$ cat src/rtl/nn_infer_ctrl.sv
`default_nettype none
// ============================================================================
//  Module   : nn_infer_ctrl
//  Purpose  : Initiator for an HLS inference core with an ap_ctrl_hs handshake.
//             Input vectors are buffered in a small FIFO and issued to the core
//             one at a time. The ap_vld-qualified result comes back on a
//             valid/ready stream, together with an error flag for timeouts and
//             for results that never arrived.
//  Revision : 1.0  initial release
// ============================================================================
module nn_infer_ctrl #(
    parameter int IN_W       = 48,
    parameter int OUT_W      = 16,
    parameter int FIFO_DEPTH = 4,
    parameter int TIMEOUT    = 1024
) (
    input  logic             ap_clk,
    input  logic             ap_rst_n,
    input  logic [IN_W-1:0]  s_data,
    input  logic             s_valid,
    output logic             s_ready,
    output logic [OUT_W-1:0] m_data,
    output logic             m_valid,
    input  logic             m_ready,
    output logic             m_err,
    output logic             core_start,
    output logic [IN_W-1:0]  core_in,
    output logic             core_in_vld,
    input  logic             core_done,
    input  logic             core_idle,
    input  logic             core_ready,
    input  logic [OUT_W-1:0] core_out,
    input  logic             core_out_vld,
    output logic             busy,
    output logic [15:0]      infer_count
);

    localparam int AW = (FIFO_DEPTH > 1) ? $clog2(FIFO_DEPTH) : 1;
    localparam int CW = AW + 1;
    localparam int TW = $clog2(TIMEOUT + 1);

    typedef enum logic [1:0] {
        ST_IDLE  = 2'd0,
        ST_ISSUE = 2'd1,
        ST_WAIT  = 2'd2,
        ST_HOLD  = 2'd3
    } state_t;

    state_t            r_state;
    logic              r_live;
    logic [IN_W-1:0]   r_mem [FIFO_DEPTH];
    logic [AW-1:0]     r_wr_ptr;
    logic [AW-1:0]     r_rd_ptr;
    logic [CW-1:0]     r_count;
    logic [TW-1:0]     r_timer;
    logic              r_cap;
    logic [OUT_W-1:0]  r_cap_data;
    logic              r_core_start;
    logic              r_core_in_vld;
    logic [IN_W-1:0]   r_core_in;
    logic              r_m_valid;
    logic              r_m_err;
    logic [OUT_W-1:0]  r_m_data;
    logic [15:0]       r_infer_count;

    logic              w_full;
    logic              w_empty;
    logic              w_push;
    logic              w_pop;
    logic [TW-1:0]     w_timer_nxt;
    logic              w_tmo;
    logic              w_res_ok;
    logic [OUT_W-1:0]  w_res_data;

    // FIFO status and handshakes; the stream is held off until the first
    // edge after reset release.
    assign w_full      = (r_count == CW'(FIFO_DEPTH));
    assign w_empty     = (r_count == '0);
    assign s_ready     = r_live & ~w_full;
    assign w_push      = s_valid & s_ready;
    assign w_pop       = (r_state == ST_IDLE) & ~w_empty & core_idle;

    // Timer compare: the cycle that would bring the timer to TIMEOUT aborts.
    assign w_timer_nxt = r_timer + TW'(1);
    assign w_tmo       = (w_timer_nxt == TW'(TIMEOUT));

    // Result selection: an out_vld on the done edge wins over an earlier capture.
    assign w_res_ok    = core_out_vld | r_cap;
    assign w_res_data  = core_out_vld ? core_out : r_cap_data;

    assign core_start  = r_core_start;
    assign core_in_vld = r_core_in_vld;
    assign core_in     = r_core_in;
    assign m_valid     = r_m_valid;
    assign m_err       = r_m_err;
    assign m_data      = r_m_data;
    assign infer_count = r_infer_count;
    assign busy        = (r_state != ST_IDLE) | ~w_empty;

    // Reset release flag: internal reset is released on the first clock edge.
    always_ff @(posedge ap_clk or negedge ap_rst_n) begin
        if (!ap_rst_n) begin
            r_live <= 1'b0;
        end else begin
            r_live <= 1'b1;
        end
    end

    // FIFO storage; contents are don't-care while the pointers say empty.
    always_ff @(posedge ap_clk) begin
        if (w_push) begin
            r_mem[r_wr_ptr] <= s_data;
        end
    end

    // FIFO pointers and occupancy; simultaneous push and pop leaves count alone.
    always_ff @(posedge ap_clk or negedge ap_rst_n) begin
        if (!ap_rst_n) begin
            r_wr_ptr <= '0;
            r_rd_ptr <= '0;
            r_count  <= '0;
        end else begin
            if (w_push) begin
                r_wr_ptr <= r_wr_ptr + AW'(1);
            end
            if (w_pop) begin
                r_rd_ptr <= r_rd_ptr + AW'(1);
            end
            if (w_push && !w_pop) begin
                r_count <= r_count + CW'(1);
            end else if (!w_push && w_pop) begin
                r_count <= r_count - CW'(1);
            end
        end
    end

    // Sequencer: issue one vector, wait for done or timeout, hold the result.
    always_ff @(posedge ap_clk or negedge ap_rst_n) begin
        if (!ap_rst_n) begin
            r_state       <= ST_IDLE;
            r_timer       <= '0;
            r_cap         <= 1'b0;
            r_cap_data    <= '0;
            r_core_start  <= 1'b0;
            r_core_in_vld <= 1'b0;
            r_core_in     <= '0;
            r_m_valid     <= 1'b0;
            r_m_err       <= 1'b0;
            r_m_data      <= '0;
            r_infer_count <= '0;
        end else begin
            case (r_state)
                ST_IDLE: begin
                    if (w_pop) begin
                        r_core_in     <= r_mem[r_rd_ptr];
                        r_core_start  <= 1'b1;
                        r_core_in_vld <= 1'b1;
                        r_timer       <= '0;
                        r_cap         <= 1'b0;
                        r_state       <= ST_ISSUE;
                    end
                end
                ST_ISSUE: begin
                    r_timer <= w_timer_nxt;
                    if (core_out_vld) begin
                        r_cap      <= 1'b1;
                        r_cap_data <= core_out;
                    end
                    if (core_ready && core_done) begin
                        // Zero-latency core: done arrives with ready.
                        r_core_start  <= 1'b0;
                        r_core_in_vld <= 1'b0;
                        r_m_valid     <= 1'b1;
                        r_m_err       <= ~w_res_ok;
                        r_m_data      <= w_res_ok ? w_res_data : '0;
                        r_state       <= ST_HOLD;
                    end else if (w_tmo) begin
                        r_core_start  <= 1'b0;
                        r_core_in_vld <= 1'b0;
                        r_m_valid     <= 1'b1;
                        r_m_err       <= 1'b1;
                        r_m_data      <= '0;
                        r_state       <= ST_HOLD;
                    end else if (core_ready) begin
                        r_core_start  <= 1'b0;
                        r_core_in_vld <= 1'b0;
                        r_state       <= ST_WAIT;
                    end
                end
                ST_WAIT: begin
                    r_timer <= w_timer_nxt;
                    if (core_out_vld) begin
                        r_cap      <= 1'b1;
                        r_cap_data <= core_out;
                    end
                    if (core_done) begin
                        r_m_valid <= 1'b1;
                        r_m_err   <= ~w_res_ok;
                        r_m_data  <= w_res_ok ? w_res_data : '0;
                        r_state   <= ST_HOLD;
                    end else if (w_tmo) begin
                        r_m_valid <= 1'b1;
                        r_m_err   <= 1'b1;
                        r_m_data  <= '0;
                        r_state   <= ST_HOLD;
                    end
                end
                ST_HOLD: begin
                    if (m_ready) begin
                        r_m_valid <= 1'b0;
                        r_state   <= ST_IDLE;
                        if (!r_m_err) begin
                            r_infer_count <= r_infer_count + 16'd1;
                        end
                    end
                end
                default: begin
                    r_state <= ST_IDLE;
                end
            endcase
        end
    end

endmodule
`default_nettype wire
$ cat config.mk
export PLATFORM = sky130hd
export DESIGN_NAME = nn_infer_ctrl
export DESIGN_NICKNAME = d
export VERILOG_FILES = /design/src/rtl/nn_infer_ctrl.sv
export SDC_FILE = /design/constraint.sdc
export NUM_CORES = 1
export LEC_CHECK = 0
export BUFFER_PORTS_ARGS = -buffer_cell sky130_fd_sc_hd__buf_2
export CORE_ASPECT_RATIO = 1.2
export CORE_MARGIN = 4
export CORE_UTILIZATION = 50
export CTS_CLUSTER_DIAMETER = 100
export DETAILED_ROUTE_END_ITERATION = 12
export PLACE_DENSITY = 0.78
export SLEW_MARGIN = 20
export SYNTH_ARGS = -nofsm -noshare
export SYNTH_HDL_FRONTEND = slang
export SYNTH_SLANG_ARGS = --single-unit
$ cat constraint.sdc
create_clock -name ap_clk -period 3.1 [get_ports ap_clk]
set_input_delay 0.465 -clock ap_clk [delete_from_list [all_inputs] [get_ports ap_clk]]
set_output_delay 0.465 -clock ap_clk [all_outputs]
set_load 0.01 [all_outputs]
# Word-level counts from Yosys, hierarchy flattened
# Memories as Yosys holds them, arrays and structs flattened. A register that Yosys moved wholly into a read port is not among the register bits.
# Index checks and enable logic that the tools add are counted.
# W data, S select, Z words.
# totals
mem_bits_ro	0
memories	1
output_inout_bits	86
ramBits	192
latchBits	0
ff_bits	73
# mem_list
name	words	word_bits	rd	rd_ports_with_merged_regs	wr	line_no	text
r_mem	4	48	1	1	1	51	logic [IN_W-1:0] r_mem [FIFO_DEPTH];
# op_classes
magnitude_cmp	0
n_addsub	6
n_mux	37
eq_ne	10
mul	0
bitwise	10
div_mod_pow	0
n_shift	0
n_reduce_logical	22
# op_table
operator	n
$mux W16	5
$pmux W16 S2	1
$pmux W11 S2	1
$add A16 B1 Y16 const B	1
$mux W1	15
$mux W2	7
$add A11 B1 Y11 const B	1
$eq A11 B11 Y1 const B	1
$mux W11	1
$reduce_bool A2 Y1	5
$reduce_and A3 Y1	3
$pmux W2 S4	1
$mux W3	2
$pmux W1 S2	3
$reduce_and A2 Y1	3
$add A2 B1 Y2 const B	2
$and A1 B1 Y1	4
$eq A2 B2 Y1 const B	2
$ne A2 B2 Y1 const B	2
$ne A4 B4 Y1 const B	1
$not A1 Y1	4
$reduce_and A4 Y1	1
$add A3 B1 Y3 const B	1
$eq A3 B3 Y1 const B	1
other kinds (12)	17

# Longest topological paths before layout
# depth
word_depth	8
depth_mapped	12
ltp_nobuf	11

# Worst setup path after synthesis
# Ideal clock, no wire load.
# synth_timing
kind	register -> register
startpoint	reg r_count[0]
endpoint	mem r_mem[1][0] (enable)
setup_time_ns	0.411
slack_ns	0.447
required_ns	2.689
arrival_time_ns	2.242
stages_incl_launch_ff	4
path_cell_list	dfrtp_1 nor2_1 a21boi_0 and3_1
# synth_via
elab_chain_len	6
# synth_rtl
item	line_no	text
start, declared	54	logic [CW-1:0] r_count;
start signal, assigned	130	r_count <= r_count + CW'(1);
start signal, assigned	132	r_count <= r_count - CW'(1);
$eq A3 B3 Y1	77	assign w_full = (r_count == CW'(FIFO_DEPTH));
$not A1 Y1	79	assign s_ready = r_live & ~w_full;
$and A1 B1 Y1	79	
net s_ready	21	output logic s_ready,
$and A1 B1 Y1	80	assign w_push = s_valid & s_ready;
$mux W1	111	if (w_push) begin
$mux W1 (implied by the code)	112	r_mem[r_wr_ptr] <= s_data;
end, declared	51	
# The timed path passes the listed nets, and every way through them passes these cells.

# Worst setup path in the final report
# layout_timing
startpoint	reg r_count[0]
endpoint	reg r_count[2]
# layout_via
elab_chain_len	7
word_cells_on_any_way	17
# layout_rtl
item	line_no	text
$eq A3 B3 Y1 (*)	77	
$not A1 Y1 (*)	79	
$and A1 B1 Y1 (*)	79	
$and A1 B1 Y1 (*)	80	
net w_push	68	logic w_push;
$logic_not A1 Y1	131	end else if (!w_push && w_pop) begin
$logic_and A1 B1 Y1	131	
$reduce_bool A2 Y1 (no source line)	--	
# The timed path passes the listed nets; every way through them passes the cells marked *. The select of a mux whose other input is x is not followed.
# A chain may end at the register's enable or synchronous reset.

==> metrics.cfg <==
[outcome]
status=completed

[yosys]
synth-edff-count=192
ys_types=50
syn_area_per_cell_um2=15.7
synth-seq-area-share=0.720
synthArstFlopShare=0.387
synth_area_leaders=edfxtp_1, dfrtp_1, mux4_2
synthesis.area_um2=12200
ys_ff_latch=313
ys_warn_count=0
syn_nets=864
synth_area_leader_cell=edfxtp_1
yosysTopAreaCellShare=0.472
ys.flop_type=edfxtp_1
syn_inst=779

[layout]
final_common_cell=edfxtp_1
fin_cells=1294
drive_gt1_frac=0.310
area_growth_pct=18.8
nets=1034
fill_cells=1751
multi_input_area_um2=3190
seq_area_um2=8800
final_cell_mix=edfxtp_1, nand2_1, buf_2

[detailed_routing]
viasPerCell=5.31
drc=0
drt_iter0_markers=413
wl_um=23700
drtAntennaViolNets=0
vias=6869
detail_route.wl_per_cell_um=18.3
first_pass_iters=5

[setup_path]
worstPathRequired_ns=3.55
critPathLaunchType=flop
critical_path_arrival_ns=2.85
critPathMaxFanout=6
critPathKind=flop to flop
endpoint_kind=flop

[sta]
setup_viol=0
setup_tns_ns=0
finalHoldViolCount=0
worst_pin_slew_ns=0.780
slew_violations=0
min_period_over_period=0.774
relSlewSlack=0.480
fmax_mhz=417
period_minus_slack_ns=2.40
rsz0062_at_grt=no
finClkSkew_ns=0.0202

[floorplan]
rows=62
io_pins=158
die_y_um=179
initial_core_util=0.510
die-area_um2=27000
core_area_um2=24000
dieWidth_um=151

[grt]
grt_first_pass_wirelength_um=36900
grt_max_degree=55
grtUsageTotal=0.174
grt-ovfl-total=0
grt_pass1_vias=6929
antenna_found_initial=5

[clock_tree]
cts_setup_buffers=0
cts.reportedPaths.clkPinSlew_ns=0.07
tritoncts=yes
clk_latency_ns=0.54
cts_buffers=29
htreeDepth=1
root_buffer=clkbuf_16
cts.path.max_buffers=3
cts_sinks=313

[power]
p_per_area_nw_per_um2=916
leakagePower_nw=5.97
ir_drop_mv=0.598
total_power_w=0.0133

[placed_design]
gp_congestion=0.757
port-buffer-count=157
place_hpwl_um=14900
placed_cells=1237

[flow_run]
drv_cap=0

[worst_hold_path]
hold_path.class=input port to flop

## flip-flops by register name, summed over array words and instances, names as in the netlist, 2 cells and up
name and flops:
m_data 16, core_in 48, r_mem 192, infer_count 16, r_state 2, r_wr_ptr 2
r_cap_data 16, r_count 3, r_rd_ptr 2, r_timer 11
## per-stage QoR
stage                     hold slack [ns]  utilization  area [um2]  setup slack, ns
after global placement              0.443        0.562       13500            0.820
after CTS                           0.117        0.605       14500            0.702
after floorplan                     0.169            -       12200            0.447
after detailed placement            0.453        0.562       13500            0.733
final                               0.142        0.605       14500            0.700
after global routing                0.122        0.605       14500            0.494
## routing by layer
layer	global-route usage	routed length, um	vias up
li1	-	-	3181
met4	0.0393	413	8
met1	0.235	9790	3449
met3	0.0374	1700	38
met2	0.292	11700	193
met5	0	42	-
## logic make-up (layout without fill, tap and decap cells)
group,after synthesis,after routing,share of synthesized area
xor gates and xnor gates,22,22,0.0158
adders and majority gates,13,13,0.0139
other,1,3,0.000307
muxes,82,82,0.118
AOI/OAI and AO/OA,67,67,0.0357
and+or+nand+nor,220,220,0.0765
buffers and inverters,61,254,0.0197
DFF,313,313,0.720
## cells in the mapped netlist (2+ instances only)
cell	number
a211o_2	4
a21oi_1	11
and2_1	3
and3_1	8
buf_1	2
clkbuf_1	28
dfrtp_1	121
edfxtp_1	192
ha_1	12
inv_1	28
mux2_2	18
mux2i_1	16
mux4_2	48
nand2_1	169
nand2b_1	3
nand3_1	8
nand4_1	2
nor2_1	14
nor3_1	2
o211ai_1	2
o21ai_0	19
o22ai_1	18
o31ai_1	3
o32a_1	2
xnor2_1	12
xor2_1	10
## critical path: stages (launching register included)
cell	delay, ns
dfrtp_1	0.43
nor2_1	0.07
a21boi_0	0.44
and2_0	0.31
ha_1	0.22
inv_1	0.07
fa_1	0.37
xor2_1	0.15
nor2_1	0.11
xor2_1	0.16
## worst paths after layout
path / start / to / slack [ns] / cells after the start
worst max register to register: r_count[0]$_DFFE_PN0P_ / r_count[2]$_DFFE_PN0P_ / 0.70 / 9
worst min register to register: infer_count[15]$_DFFE_PN0P_ / infer_count[15]$_DFFE_PN0P_ / 0.46 / 1
max in group asynchronous: ap_rst_n / core_in[28]$_DFFE_PN0P_ / 1.99 / 3
worst min-delay path: s_data[46] / r_mem[1][46]$_DFFE_PP_ / 0.14 / 1
min in group asynchronous: ap_rst_n / infer_count[8]$_DFFE_PN0P_ / 0.45 / 2
worst max-delay path: r_count[0]$_DFFE_PN0P_ / r_count[2]$_DFFE_PN0P_ / 0.70 / 9
## final cells by class
| type | instances | area share |
|---|---|---|
| tap | 320 | 0.0276 |
| timing repair buffer | 171 | 0.0672 |
| clock buffer | 42 | 0.0589 |
| clock inverter | 12 | 0.0120 |
| inverter | 29 | 0.00750 |
| sequential | 313 | 0.606 |
| antenna | 2 | 0.000345 |
| multi-input combinational | 405 | 0.220 |
## where the power goes
part	switching [W]	leakage, nW	internal (W)
Clock	0.00147	0.497	0.00225
Sequential	0.000626	3.26	0.00536
Combinational	0.00188	2.21	0.00169
## timing repair
| action | CTS | global route |
|---|---|---|
| gates resized for setup | 0 | 0 |
| endpoints found under the hold margin | 47 | 0 |
| hold buffers | 1 | 0 |
No activity file was read; power rests on OpenSTA's default activity.
